--- src/rtl/memshare_sched_ctrl.sv ---
// memShare sequencer: accepts one allocation request, steps through N
// pipeline cycles of PIPE_CYCLE_LEN clocks each, then holds busy for a
// drain window before a one-cycle done pulse. Captures the RFMU isGtr
// flag once per sequence on the first clock of its pipeline cycle.
module memshare_sched_ctrl #(
  parameter int MAX_ALLOC_SEQ_NUM = 3,
  parameter int PIPE_CYCLE_LEN    = 4,
  parameter int DRAIN_LEN         = 2,
  parameter int NUM_W             = $clog2(MAX_ALLOC_SEQ_NUM + 2)
) (
  input  logic                       sys_clk,
  input  logic                       rst,
  input  logic                       start_i,
  input  logic [NUM_W-1:0]           alloc_seq_num_i,
  output logic                       start_ready_o,
  input  logic                       stall_i,
  input  logic                       abort_i,
  input  logic                       isGtr_i,
  output logic                       scu_memShare_busy_o,
  output logic                       pipeCycle_begin_o,
  output logic [NUM_W-1:0]           seq_idx_o,
  output logic [MAX_ALLOC_SEQ_NUM:0] isGtr_vec_o,
  output logic [NUM_W-1:0]           gtr_cnt_o,
  output logic                       done_o
);

  localparam int SEQ_CNT = MAX_ALLOC_SEQ_NUM + 1;
  localparam int CYC_W   = (PIPE_CYCLE_LEN > 1) ? $clog2(PIPE_CYCLE_LEN) : 1;
  localparam int DRN_W   = (DRAIN_LEN > 1) ? $clog2(DRAIN_LEN) : 1;
  localparam logic [CYC_W-1:0] CYC_LAST = CYC_W'(PIPE_CYCLE_LEN - 1);
  localparam logic [DRN_W-1:0] DRN_LAST = DRN_W'(DRAIN_LEN - 1);
  localparam logic [NUM_W-1:0] N_MAX    = NUM_W'(SEQ_CNT);

  typedef enum logic [1:0] {IDLE, RUN, DRAIN, DONE} state_t;

  state_t               state;
  logic [NUM_W-1:0]     numSeq;
  logic [NUM_W-1:0]     seqIdx;
  logic [NUM_W-1:0]     gtrCnt;
  logic [NUM_W-1:0]     reqNum;
  logic [CYC_W-1:0]     cycCnt;
  logic [DRN_W-1:0]     drainCnt;
  logic [SEQ_CNT-1:0]   isGtrVec;
  logic                 pipeBegin;
  logic                 lastSeq;

  // Request clamp and per-cycle decode of the pipeline-cycle start
  always_comb begin
    reqNum    = (alloc_seq_num_i > N_MAX) ? N_MAX : alloc_seq_num_i;
    pipeBegin = (state == RUN) && (cycCnt == '0) && !stall_i;
    lastSeq   = (seqIdx == numSeq - NUM_W'(1));
  end

  // Control FSM: request latch, cycle/sequence counters, drain, capture
  always_ff @(posedge sys_clk) begin
    if (rst) begin
      state    <= IDLE;
      numSeq   <= '0;
      seqIdx   <= '0;
      gtrCnt   <= '0;
      cycCnt   <= '0;
      drainCnt <= '0;
      isGtrVec <= '0;
    end else begin
      case (state)
        IDLE: begin
          // abort is meaningless here; start always wins
          if (start_i) begin
            numSeq   <= reqNum;
            seqIdx   <= '0;
            gtrCnt   <= '0;
            cycCnt   <= '0;
            drainCnt <= '0;
            isGtrVec <= '0;
            state    <= (reqNum == '0) ? DONE : RUN;
          end
        end
        RUN: begin
          if (abort_i) begin
            state <= IDLE;
          end else if (!stall_i) begin
            if (pipeBegin) begin
              for (int i = 0; i < SEQ_CNT; i++)
                if (seqIdx == NUM_W'(i)) isGtrVec[i] <= isGtr_i;
              if (isGtr_i) gtrCnt <= gtrCnt + NUM_W'(1);
            end
            if (cycCnt == CYC_LAST) begin
              cycCnt <= '0;
              // seqIdx parks on the final sequence for DRAIN/DONE
              if (lastSeq) begin
                state    <= DRAIN;
                drainCnt <= '0;
              end else begin
                seqIdx <= seqIdx + NUM_W'(1);
              end
            end else begin
              cycCnt <= cycCnt + CYC_W'(1);
            end
          end
        end
        DRAIN: begin
          if (abort_i)                  state <= IDLE;
          else if (drainCnt == DRN_LAST) state <= DONE;
          else                           drainCnt <= drainCnt + DRN_W'(1);
        end
        DONE:    state <= IDLE;
        default: state <= IDLE;
      endcase
    end
  end

  assign start_ready_o       = (state == IDLE);
  assign scu_memShare_busy_o = (state == RUN) || (state == DRAIN);
  assign pipeCycle_begin_o   = pipeBegin;
  assign done_o              = (state == DONE);
  assign seq_idx_o           = seqIdx;
  assign isGtr_vec_o         = isGtrVec;
  assign gtr_cnt_o           = gtrCnt;

endmodule

--- config.mk ---
export PLATFORM = sky130hd
export DESIGN_NAME = memshare_sched_ctrl
export DESIGN_NICKNAME = d
export VERILOG_FILES = /design/src/rtl/memshare_sched_ctrl.sv
export SDC_FILE = /design/constraint.sdc
export NUM_CORES = 1
export LEC_CHECK = 0
export BUFFER_PORTS_ARGS = -buffer_cell sky130_fd_sc_hd__buf_4
export CAP_MARGIN = 20
export CORE_MARGIN = 3
export CORE_UTILIZATION = 46
export DETAILED_ROUTE_END_ITERATION = 7
export PLACE_DENSITY = 0.69
export SYNTH_ARGS = -nofsm -noshare
export SYNTH_HDL_FRONTEND = slang
export SYNTH_SLANG_ARGS = --single-unit
--- constraint.sdc ---
create_clock -name sys_clk -period 4.9 [get_ports sys_clk]
set_clock_uncertainty 0.2 [all_clocks]
set_input_delay 0.49 -clock sys_clk [delete_from_list [all_inputs] [get_ports sys_clk]]
set_output_delay 0.49 -clock sys_clk [all_outputs]
set_load 0.05 [all_outputs]
==> summary.md <==
| Metric | Value |
|---|---|
| Outcome | `finished clean` |
| Clock Root Buffer | `clkbuf_4` |
| Total power draw | `between 0.3 and 0.4 mW` |
| Main combinational cell family by area after synthesis | `compound AO/OA/AOI/OAI gates` |
| GRT Util Overall | `0.168` |
| Clk buf depth | `2` |
| Mux contribution to synthesized area | `0.0359` |
| RSZ-0062 raised after global routing | `no` |
| Boundary pin count | `23` |
| Hold path startpoint | `alloc_seq_num_i[2]` |
| Row cnt | `17` |
| Post-Synth XOR/XNOR Area | `0.0435` |
| Reg-to-Reg Start | `state[1]` |
| Crit path from | `state[1]` |
| # diodes | `0` |
| Filler cell count | `210` |
| Share of cells above drive strength 1 | `0.218` |
| Vias | `1009` |
| Most used cell, CP | `inv_1` |
| WP depth | `5` |
| Clock sinks | `18` |
| Simple-gate portion of the synthesized area | `0.200` |
| Fin crit period | `around 2.6 ns` |
| Cts hold-fix bufs | `0` |
| Placer Congestion | `slightly below 0.8` |
| Setup Viol. Count Final | `0` |
| TritonCTS buffer count | `3` |
| Post-CTS Resized | `0` |
| Clock Latency Late Sink | `0.30 ns` |
| Die area | `0.00314 sq mm` |
| Largest net degree at the start of global routing | `24` |
| Hold Vio Cnt, Final | `0` |
| Initial Util | `0.501` |
| F_max | `391 MHz` |
| Post-CTS Setup Bufs | `0` |
| Crit path capture type | `output pin` |
| Maximum vdd drop | `between 0.2 and 0.25 mV` |
| Syn Inst Count | `135` |
| CP required | `4.21 ns` |
| Crit path DAT | `1.87 ns` |
| Critical path's slowest cell | `ha_1` |
| Post-Synth Adder-Cell Area | `0.141` |
| Worst-margin pin slew | `roughly 0.38 ns` |
| Hpwl dp | `1850 um` |
| Post-synth EDFFs | `0` |
| Synth Net Count | `157` |
| Post-route antenna net violation count | `0` |
| Post-synthesis compound-gate area fraction | `0.204` |
| Synthesis-stage register bit count | `18` |
| Post-synthesis sequential area ratio | `0.313` |
| Lkg Pwr | `0.588 nW` |
| CP max stage delay | `0.37 ns` |
| Hold path cells | `3` |
| Slew Limit Fails | `0` |
| Tightest Hold Check Type | `in -> reg` |
| Critical path class | `reg -> out` |
| WL per Instance | `13.1 um` |
| H-tree depth | `1` |
| Area taken by multi-input logic gates | `719 sq um` |
| DR pass1 iterations | `4` |
| Synthesized area | `0.00115 sq mm` |
| Commonest register cell after synthesis | `dfxtp_1` |
| Cell family with most CP delay | `buffers and inverters` |
| Die Width | `roughly 56 um` |
| Post-synth ARST share | `0` |
| R2R depth | `6` |
| Core area | `0.00230 sq mm` |
| Port Buffers | `22` |
| WL final | `2410 um` |
| Max Cap Viol | `0` |
| Vias in the first global route | `957` |
| Cell Chain, Critical Path | `inv_1, ha_1, inv_1, nor3b_1, buf_4` |
| Yosys warnings | `0` |
| Crit share post-route | `0.522` |
| Final net count | `179` |
| Seq. cell area | `360 sq um` |
| CP Max Fanout | `11` |
| Grt ovf | `0` |
| Drt initial violations | `11` |
| CTS tree | `yes` |
| Die height | `56.0 um` |
| Clk slew on worst S/H paths | `0.11 ns` |
| Antenna violations before repair | `0` |
| Crit path launch type | `flop` |
| Synth Area per Inst | `8.53 sq um` |
| Setup_tns | `0 ns` |
| Number of remaining DRC errors | `0` |
| Cell Pwr Density | `287 mW/mm^2` |
| Worst Path Buf+Inv | `3` |
| Syn-to-layout area delta | `18.6%` |
| First-pass GRT wire length | `4250 um` |
| Vias per cell | `5.48` |
| Yosys cell types | `36` |
| Max_slew headroom | `0.741` |
worst paths after layout:
check | endpoint | slack (ns)
max reg2reg | seq_idx_o[1] | 2.89
max | pipeCycle_begin_o | 2.34
min reg2reg | isGtr_vec_o[0] | 0.29
min | numSeq[2] | 0.27
synth_stat cells (3+ instances only):
| cell type | instances | share of area |
|---|---|---|
| nand3_1 | 5 | 0.022 |
| mux2i_1 | 3 | 0.026 |
| ha_1 | 13 | 0.14 |
| o21ai_0 | 9 | 0.039 |
| xor2_1 | 3 | 0.023 |
| nand2b_1 | 6 | 0.033 |
| nor2_1 | 9 | 0.029 |
| buf_2 | 3 | 0.013 |
| a21oi_1 | 13 | 0.057 |
| nor3b_1 | 4 | 0.026 |
| dfxtp_1 | 18 | 0.31 |
| nand2_1 | 6 | 0.020 |
| inv_1 | 12 | 0.039 |
| a41oi_1 | 3 | 0.023 |
metrics by stage:
stage                util  cell area [sq um]  hold slack [ns]  setup slack (ns)  std cells
floorplan               -               1150            0.237              2.12        135
global route        0.594               1370            0.259              2.17        184
finish              0.594               1370            0.270              2.34        184
detailed placement  0.578               1330            0.269              2.70        180
CTS                 0.594               1370            0.260              2.34        184
global placement    0.578               1330            0.250              2.77        180
cell families (layout without fill, tap and decap cells):
logic type	count (synthesis)	count (layout)
flip-flops	18	18
AND/OR/NAND/NOR	41	41
adder cells (fa/ha/maj)	13	13
AO/OA/AOI/OAI	37	37
XOR/XNOR	4	4
multiplexers	4	4
buffers and inverters	18	39
metal layers:
metal / vias up / part of all wire / track usage
met2: 19 / 0.48 / 0.284
met1: 461 / 0.46 / 0.199
met5: - / 0 / 0
met4: 0 / 0.018 / 0.0610
met3: 7 / 0.039 / 0.0510
li1: 522 / - / -
worst register-to-register path: cells and delay by family (launching register included):
family,cells,cell delay (ns)
AOI/OAI and AO/OA,3,0.60
adders and majority gates,1,0.31
DFF,1,0.40
buffers and inverters,2,0.37
flip-flops by register name, indices dropped and copies added, names as in the netlist:
register and count:
drainCnt 1, seq_idx_o 3, state 2, numSeq 3, cycCnt 2, gtr_cnt_o 3
isGtr_vec_o 4
final cells by class:
cell class,count,area share
Inverter,13,0.0357
Tap cell,28,0.0257
Sequential cell,18,0.264
Clock buffer,4,0.0266
Multi-Input combinational cell,99,0.527
Timing Repair Buffer,22,0.121
power breakdown:
group          internal [mW]  switching (mW)  leakage, nW  total [mW]
Clock                 0.0454          0.0493       0.0210      0.0947
Combinational         0.0485          0.0902        0.422       0.139
Sequential             0.153         0.00554        0.146       0.158
Total                  0.247           0.145        0.588       0.392
placed cells by master, fill, tap and decap left out, types with 2 or more instances in the layout:
cell      synthesis  routed
a21oi_1          13      13
nand3_1           5       5
ha_1             13      13
clkbuf_4          0       3
or2_2             2       2
nor3b_1           4       4
o32ai_1           2       2
dfxtp_1          18      18
a41oi_1           3       3
o21bai_1          2       2
nor2b_1           2       2
nor2_1            9       9
xor2_1            3       3
inv_1            12      12
mux2i_1           3       3
o21ai_0           9       9
nand2b_1          6       6
buf_4             0      22
nand2_1           6       6
nor3_1            2       2
No activity file was read; power rests on OpenSTA's default activity.
